==> config.mk <==
export PLATFORM = sky130hd
export DESIGN_NAME = reg_bus_initiator
export DESIGN_NICKNAME = d
export VERILOG_FILES = /design/src/rtl/reg_bus_initiator_pkg.sv /design/src/rtl/reg_bus_initiator.sv
export SDC_FILE = /design/constraint.sdc
export NUM_CORES = 1
export LEC_CHECK = 0
export BUFFER_PORTS_ARGS = -buffer_cell sky130_fd_sc_hd__clkbuf_2
export CAP_MARGIN = 40
export CORE_UTILIZATION = 35
export DETAILED_ROUTE_END_ITERATION = 8
export PLACE_DENSITY = 0.62
export SKIP_CTS_REPAIR_TIMING = 1
export SLEW_MARGIN = 15
export SYNTH_ARGS = -nofsm -noshare
export SYNTH_HDL_FRONTEND = slang
export SYNTH_SLANG_ARGS = --single-unit
==> constraint.sdc <==
create_clock -name mclk -period 2.7 [get_ports mclk]
set_input_delay 0.54 -clock mclk [delete_from_list [all_inputs] [get_ports mclk]]
set_output_delay 0.54 -clock mclk [all_outputs]
set_load 0.01 [all_outputs]
==> src/rtl/reg_bus_initiator_pkg.sv <==
// Shared peripheral-bus definitions: bridge FSM state encoding, default
// timeout read data and the width of the response watchdog counter.
package reg_bus_initiator_pkg;

   typedef enum logic [1:0] {
      IDLE = 2'd0,
      REQ  = 2'd1,
      RESP = 2'd2
   } state_t;

   localparam logic [31:0] DEFAULT_ERR_RDATA = 32'hDEAD_BEEF;

   localparam int TCNT_W = 8;

endpackage

==> src/rtl/reg_bus_initiator.sv <==
// Wishbone classic slave to peripheral register bus initiator.
// One transaction is outstanding at a time. A watchdog turns a missing
// reg_ack into a Wishbone error so a dead responder cannot hang the master.
//
// Handshake: a Wishbone request is taken when wbs_cyc_i & wbs_stb_i are high
// in IDLE. reg_cs then stays high, with reg_* fields frozen, until reg_ack is
// sampled high, the watchdog expires, or the master drops wbs_cyc_i (abort).
// Completion is a single-cycle wbs_ack_o or wbs_err_o pulse with wbs_dat_o
// valid in that same cycle. An abort produces no pulse. reg_ack outside of
// REQ is a stale response and is ignored.
module reg_bus_initiator
   import reg_bus_initiator_pkg::*;
#(
   parameter int          AW        = 11,
   parameter int          TIMEOUT   = 255,  // legal range 1..255
   parameter logic [31:0] ERR_RDATA = DEFAULT_ERR_RDATA
) (
   input  logic          mclk,
   input  logic          s_reset,
   input  logic          wbs_cyc_i,
   input  logic          wbs_stb_i,
   input  logic          wbs_we_i,
   input  logic [AW-1:0] wbs_adr_i,
   input  logic [31:0]   wbs_dat_i,
   input  logic [3:0]    wbs_sel_i,
   output logic [31:0]   wbs_dat_o,
   output logic          wbs_ack_o,
   output logic          wbs_err_o,
   output logic          reg_cs,
   output logic          reg_wr,
   output logic [AW-1:0] reg_addr,
   output logic [31:0]   reg_wdata,
   output logic [3:0]    reg_be,
   input  logic [31:0]   reg_rdata,
   input  logic          reg_ack
);

   // Count value seen on the TIMEOUT-th REQ cycle (count starts at 0).
   localparam logic [TCNT_W-1:0] TCNT_LAST = TCNT_W'(TIMEOUT - 1);
   localparam logic [TCNT_W-1:0] TCNT_MAX  = '1;

   state_t            state;
   logic [TCNT_W-1:0] tcnt;
   logic              timeout_hit;

   assign timeout_hit = (tcnt == TCNT_LAST);

   // Bridge FSM; every bus-facing output is a register updated here.
   always_ff @(posedge mclk or posedge s_reset) begin
      if (s_reset) begin
         state     <= IDLE;
         tcnt      <= '0;
         reg_cs    <= 1'b0;
         reg_wr    <= 1'b0;
         reg_addr  <= '0;
         reg_wdata <= '0;
         reg_be    <= '0;
         wbs_dat_o <= '0;
         wbs_ack_o <= 1'b0;
         wbs_err_o <= 1'b0;
      end else begin
         // Completion strobes are single-cycle unless set again below.
         wbs_ack_o <= 1'b0;
         wbs_err_o <= 1'b0;
         case (state)
            IDLE: begin
               if (wbs_cyc_i && wbs_stb_i) begin
                  reg_cs    <= 1'b1;
                  reg_wr    <= wbs_we_i;
                  reg_addr  <= wbs_adr_i;
                  reg_wdata <= wbs_dat_i;
                  reg_be    <= wbs_sel_i;
                  tcnt      <= '0;
                  state     <= REQ;
               end
            end
            REQ: begin
               // Abort beats a response, and a response beats the watchdog.
               if (!wbs_cyc_i) begin
                  reg_cs <= 1'b0;
                  state  <= IDLE;
               end else if (reg_ack) begin
                  reg_cs    <= 1'b0;
                  wbs_dat_o <= reg_wr ? 32'h0 : reg_rdata;
                  wbs_ack_o <= 1'b1;
                  state     <= RESP;
               end else if (timeout_hit) begin
                  reg_cs    <= 1'b0;
                  wbs_dat_o <= ERR_RDATA;
                  wbs_err_o <= 1'b1;
                  state     <= RESP;
               end else if (tcnt != TCNT_MAX) begin
                  tcnt <= tcnt + 1'b1;
               end
            end
            RESP: begin
               // The master drops stb on seeing ack/err, so stb is not looked at here.
               state <= IDLE;
            end
            default: begin
               reg_cs <= 1'b0;
               state  <= IDLE;
            end
         endcase
      end
   end

endmodule
==> results of run 1 <==
logic make-up after synthesis:
| family | Yosys count |
|---|---|
| compound gates | 50 |
| fa+ha+maj | 2 |
| buf+inv | 21 |
| flops | 93 |
| mux | 53 |
| simple gates | 45 |
registers in the layout, summed over array words and instances, names as in the netlist:
| register | flops |
|---|---|
| reg_addr | 11 |
| reg_be | 4 |
| reg_cs | 1 |
| reg_wdata | 32 |
| reg_wr | 1 |
| state | 2 |
| tcnt | 8 |
| wbs_ack_o | 1 |
| wbs_dat_o | 32 |
| wbs_err_o | 1 |
critical path: cells and delay by family (launching register included):
family                   cells  cell delay [ns]
multiplexers                 1             0.38
adder cells (fa/ha/maj)      1             0.27
flip-flops                   1             0.45
AO/OA/AOI/OAI                2             0.58
AND/OR/NAND/NOR              1             0.25
layout by cell type (no fill, tap or decap), types with 2 or more instances in the layout:
cell type,count
a221o_1,8
a22o_1,5
and2_1,2
mux2i_1,4
inv_1,7
clkbuf_2,167
nand3b_1,2
buf_4,3
and3_1,3
nand2_1,5
a31o_2,2
dfrtp_1,93
clkbuf_1,2
nand3_1,4
nand2b_1,17
ha_1,2
a21oi_1,3
a41oi_1,2
clkbuf_8,11
a31oi_1,5
a21o_1,2
mux2_2,49
nor2b_1,2
a2bb2oi_1,16
through the flow:
step / instances / util / cell area (um^2) / hold slack (ns)
floorplan: 264 / - / 3750 / 0.443
global placement: 559 / 0.457 / 4740 / 0.468
detailed placement: 559 / 0.457 / 4740 / 0.477
CTS: 575 / 0.477 / 4940 / 0.325
global route: 575 / 0.477 / 4940 / 0.363
finish: 575 / 0.477 / 4940 / 0.311
how the worst min path moves through the flow:
stage | endpoint | slack [ns] | cells past startpoint
after floorplan | tcnt[5] | 0.44 | 1
after global placement | tcnt[5] | 0.47 | 1
after detailed placement | tcnt[5] | 0.48 | 1
after CTS | reg_be[3] | 0.32 | 3
after global routing | reg_be[3] | 0.36 | 3
final | reg_be[3] | 0.31 | 3
power groups by stage:
stage                     Clock, mW  Sequential [mW]  Combinational, mW
after floorplan                   0             2.04              0.400
after detailed placement          0             1.92              0.987
after global routing           1.05             1.94               1.06
after global placement            0             1.90              0.977
after CTS                     0.995             1.90              0.991
final                         0.952             1.89              0.972
routing by layer:
metal  part of all wire  up-vias
li1                   -     1302
met1               0.45     1351
met2               0.46      108
met3              0.071       15
met4              0.021        0
met5                  0        -
layout make-up:
class                           count  area (um^2)  area share
Clock inverter                      3         43.8     0.00886
Multi-Input combinational cell    150         1330       0.269
Timing Repair Buffer              171          878       0.178
Sequential cell                    93         2330       0.471
Clock buffer                       13          159      0.0321
Tap cell                          136          170      0.0344
Inverter                            9         37.5     0.00759
==> flow_summary_export.csv, run 1 <==
group,metric,value,unit
status,status,"complete, no violations",
drt,dr.pass1.iters,4,
synth,yosysMostFrequentCell,"dfrtp_1",
drt,routed_wl,8.27,mm
global_routing,grt_most_used_layer,"met2",
placed_design,dp_slack,0.668,ns
synth,synth_edf_count,0,
worst_setup_path,worstPathMaxFanout,8,
worst_setup_path,worst-endpoint-required,2.95,ns
clock_network,cts_buffers,9,
global_routing,antenna_found_initial,0,
sta,slew_viol_final,0,
global_routing,grt_usage,0.159,
synth,synth_top_family_by_area,"multiplexers",
synth,synth_cell_type_count,41,
pwr,swShare,0.293,
synth,synth_mux_area_frac,0.158,
worst_setup_path,critPathSlowestCell,"dfrtp_1",
floorplanning,die_area,0.0111,mm^2
sta,fmax,490,MHz
pwr,powerDensity,772,mW/mm^2
sta,rsz0062_at_grt,"no",
pwr,seq_power_share,0.496,
global_routing,grt_start_max_net_pins,94,
sta,timing.final.crit_share,0.755,
synth,synth_top_flop_cell,"dfrtp_1",
placed_design,dpl.hpwl,5.72,mm
sta,fin_setup_tns,0,ns
sta,worstMarginPinSlew,0.612,ns
sta,min_period,2.04,ns
global_routing,grt_pass1_vias,2821,
layout,num-fill-cells,988,
synth,synthArstFlopShare,1.00,
synth,synth_xor_xnor_area_share,0,
sta,setup_viol,0,
global_routing,met1_usage,0.205,
synth,synth-simple-area-share,0.0759,
floorplanning,fp.dieH,105,um
synth,synth_area_leaders,"dfrtp_1 (62%), mux2_2 (15%), a2bb2oi_1 (3.7%)",
worst_setup_path,reg2regPathDepth,5,
drt,wl_per_cell,14.4,um
sta,finalHoldViolCount,0,
placed_design,io_buffer_count,167,
clock_network,clk_path_buf_depth,2,
min_path,hold_class,"input port to async pin",
global_routing,use_met2,0.245,
worst_setup_path,crit_end,"tcnt[1]",
worst_setup_path,worstReg2RegEnd,"tcnt[1]",
drt,drt-initial-drc-count,92,
worst_setup_path,worstSetupStartpointType,"flip-flop",
synth,avgSynthCellArea,14.2,um^2
job,max-cap-violations,0,
floorplanning,core,0.0104,mm^2
pwr,p_leak,2.46,nW
pwr,power_switching,1.12,mW
synth,ys_seq_area_frac,0.622,
clock_network,clock_latency,0.35,ns
sta,skew,0.00839,ns
clock_network,root_buffer,"clkbuf_8",
synth,synthTopCellsByCount,"dfrtp_1 (93), mux2_2 (49), nand2b_1 (17)",
synth,yosysTopAreaCellShare,0.622,
layout,area_growth,32.1,%
layout,n_antenna_cell,0,
clock_network,htreeDepth,3,
worst_setup_path,critical_path_class,"flip-flop to flip-flop",
clock_network,cts_sinks,93,
clock_network,tritoncts,"done",
floorplanning,initial_core_util,0.361,
clock_network,clkTransAtPathRegs,0.08,ns
synth,ys_ff_latch,93,
floorplanning,pin_count,168,
layout,drive_gt1_frac,0.556,
drt,postRouteAntennaNets,0,
worst_setup_path,critPathLaunch,"tcnt[0]",
synth,synth_compound_gate_area_share,0.112,
global_routing,grt_pass1_wl,13.8,mm
drt,viasPerCell,4.83,
worst_setup_path,r2r-start,"tcnt[0]",
pwr,internal_power,2.70,mW
pwr,fin_total_pwr,3.82,mW
synth,yosys_warnings,0,
synth,syn_nets,351,
synth,synthAdderAreaFrac,0.00668,
worst_setup_path,reg2reg_slack,0.66,ns
drt,drc,0,
pwr,p_comb_frac,0.255,
drt,num_vias,2776,
synth,yosys.area.top_type,"dfrtp_1",
pwr,peakVddDrop,0.272,mV
synth,syn_area,0.00374,mm^2
sta,relSlewSlack,0.590,
worst_setup_path,endpoint_kind,"flip-flop",
floorplanning,row_count,37,
layout,nets,521,
placed_design,gp_congestion,0.819,
floorplanning,die_w,105,um
global_routing,grt_overflow,0,
worst_setup_path,critPathMaxStageDelay,0.45,ns
worst_setup_path,arrival,2.28,ns
worst_setup_path,path_cells,"ha_1, or2_0, a311o_1, o21ai_2, mux2_2",
pwr,pwr-share-clk,0.249,
global_routing,use_met3,0.0458,
synth,synthCells,264,
sta,fin_ws,0.661,ns
(Power assumes the default switching activity.)
==> run 2, diff against run 1 <==
- PLACE_DENSITY: 0.62 -> 0.59
- clock period: 2.7 -> 2 ns (I/O delays scaled with it)
==> run 2 against run 1 <==
First-iteration DRC count rose by 40%; flip-flop and latch count unchanged; clock power is 37% higher; core utilization increased by 1.0 points; non-clock buffer count increased by 9; clock skew up 0.0096 ns; setup slack got worse by 0.56 ns; clock-buffer cell count fell by 2; die area stayed put; largest cell class unchanged.
==> flow_summary_export.csv, run 2 (same netlist as run 1, synthesis figures left out) <==
group,metric,value,unit
status,status,"complete, no violations",
pwr,p_comb_frac,0.264,
pwr,internal_power,3.65,mW
drt,viasPerCell,4.86,
sta,setup_viol,0,
sta,relSlewSlack,0.653,
worst_setup_path,endpoint_kind,"flip-flop",
sta,worstMarginPinSlew,0.517,ns
worst_setup_path,r2r-start,"tcnt[1]",
drt,num_vias,2838,
layout,drive_gt1_frac,0.571,
layout,top_regs,"reg_wdata: 32 flops, wbs_dat_o: 32 flops, reg_addr: 11 flops",
layout,final_common_cell,"clkbuf_2",
worst_setup_path,worst-endpoint-required,2.28,ns
layout,nets,530,
clock_network,cts_sinks,93,
drt,postRouteAntennaNets,0,
pwr,powerDensity,1030,mW/mm^2
worst_setup_path,critPathMaxStageDelay,0.49,ns
global_routing,grt_pass1_vias,2844,
worst_setup_path,path_cells,"ha_2, or2_0, a311o_1, or4_4, o211ai_2",
placed_design,dpl.hpwl,6.36,mm
floorplanning,pin_count,168,
sta,timing.final.crit_share,0.951,
pwr,peakVddDrop,0.490,mV
worst_setup_path,arrival,2.18,ns
layout,layout_common_cells,"clkbuf_2 (167), dfrtp_1 (92), mux2_2 (49), nand2b_1 (17), a2bb2oi_1 (16)",
sta,fmax,525,MHz
sta,min_period,1.90,ns
floorplanning,die_w,105,um
global_routing,grt_usage,0.163,
pwr,swShare,0.299,
layout,area_growth,34.9,%
pwr,seq_power_share,0.485,
global_routing,grt_overflow,0,
floorplanning,fp.dieH,105,um
clock_network,tritoncts,"done",
drt,dr.pass1.iters,4,
clock_network,root_buffer,"clkbuf_8",
worst_setup_path,critical_path_class,"flip-flop to flip-flop",
pwr,power_switching,1.56,mW
floorplanning,row_count,37,
job,max-cap-violations,0,
drt,wl_per_cell,14.9,um
worst_setup_path,worstSetupStartpointType,"flip-flop",
placed_design,io_buffer_count,167,
placed_design,gp_congestion,0.809,
clock_network,clk_path_buf_depth,2,
pwr,pwr-share-clk,0.251,
sta,skew,0.0180,ns
sta,fin_setup_tns,0,ns
pwr,p_leak,2.51,nW
floorplanning,core,0.0104,mm^2
clock_network,htreeDepth,3,
sta,finalHoldViolCount,0,
global_routing,grt_pass1_wl,14.2,mm
layout,n_antenna_cell,0,
global_routing,grt_start_max_net_pins,64,
worst_setup_path,worstPathMaxFanout,7,
drt,drt-initial-drc-count,129,
floorplanning,die_area,0.0111,mm^2
clock_network,clock_latency,0.35,ns
sta,slew_viol_final,0,
sta,whs,0.112,ns
sta,rsz0062_at_grt,"no",
clock_network,clkTransAtPathRegs,0.10,ns
min_path,hold_class,"input port to async pin",
floorplanning,initial_core_util,0.361,
worst_setup_path,critPathSlowestCell,"or4_4",
global_routing,antenna_found_initial,0,
drt,routed_wl,8.69,mm
worst_setup_path,critPathLaunch,"tcnt[1]",
drt,drc,0,
clock_network,cts_buffers,9,
## run 2: cell types whose count changed in the layout (fill, tap and decap cells not counted), sizes merged
cell and delta:
buf +9, inv +3, clkbuf -2, clkinv -1
## run 2: metrics by stage
step,utilization,instance area [um^2],cells,power [mW],setup WS (ns)
3_3_place_gp,0.465,4830,567,3.92,0.0714
6_report,0.487,5050,584,5.21,0.0970
5_1_grt,0.487,5050,584,5.53,0.0138
4_1_cts,0.485,5030,583,5.29,0.00329
2_1_floorplan,-,3750,264,3.29,0.0931
3_5_place_dp,0.465,4830,567,3.96,0.00961
## run 2: critical path: cells and delay by family (launching register included)
family                     cells  cell delay (ns)
and+or+nand+nor                2             0.73
DFF                            1             0.45
AOI/OAI and AO/OA              2             0.45
adders and majority gates      1             0.21
## run 2: power groups by stage
stage	registers, mW	clock network, mW	logic (mW)
floorplan	2.75	0	0.539
global placement	2.55	0	1.37
detailed placement	2.57	0	1.40
CTS	2.53	1.36	1.40
global route	2.59	1.44	1.50
finish	2.53	1.30	1.38
## run 2: path summary, 6_finish.rpt
| check | end | slack (ns) | cells after the start |
|---|---|---|---|
| setup / recovery | tcnt[6] | 0.1 | 5 |
| min in group mclk | wbs_dat_o[24] | 0.27 | 2 |
| max in group asynchronous | reg_wdata[19] | 1.54 | 3 |
| setup reg to reg | tcnt[6] | 0.1 | 5 |
| hold / removal | wbs_dat_o[25] | 0.11 | 3 |
| hold reg to reg | tcnt[5] | 0.49 | 1 |
## run 2: area by class of cell
cell class	count	area, um^2
multi-input combinational	150	1340
timing repair buffer	180	971
tap	136	170
inverter	9	37.5
fill	977	5320
clock buffer	11	141
sequential	93	2330
clock inverter	5	65.1
## run 2: routing by layer
metal  vias up  track usage  wire (um)
li1       1328            -          -
met1      1399        0.211       3740
met2       101        0.268       4290
met3        10       0.0377        542
met4         0       0.0553        116
met5         -            0          0
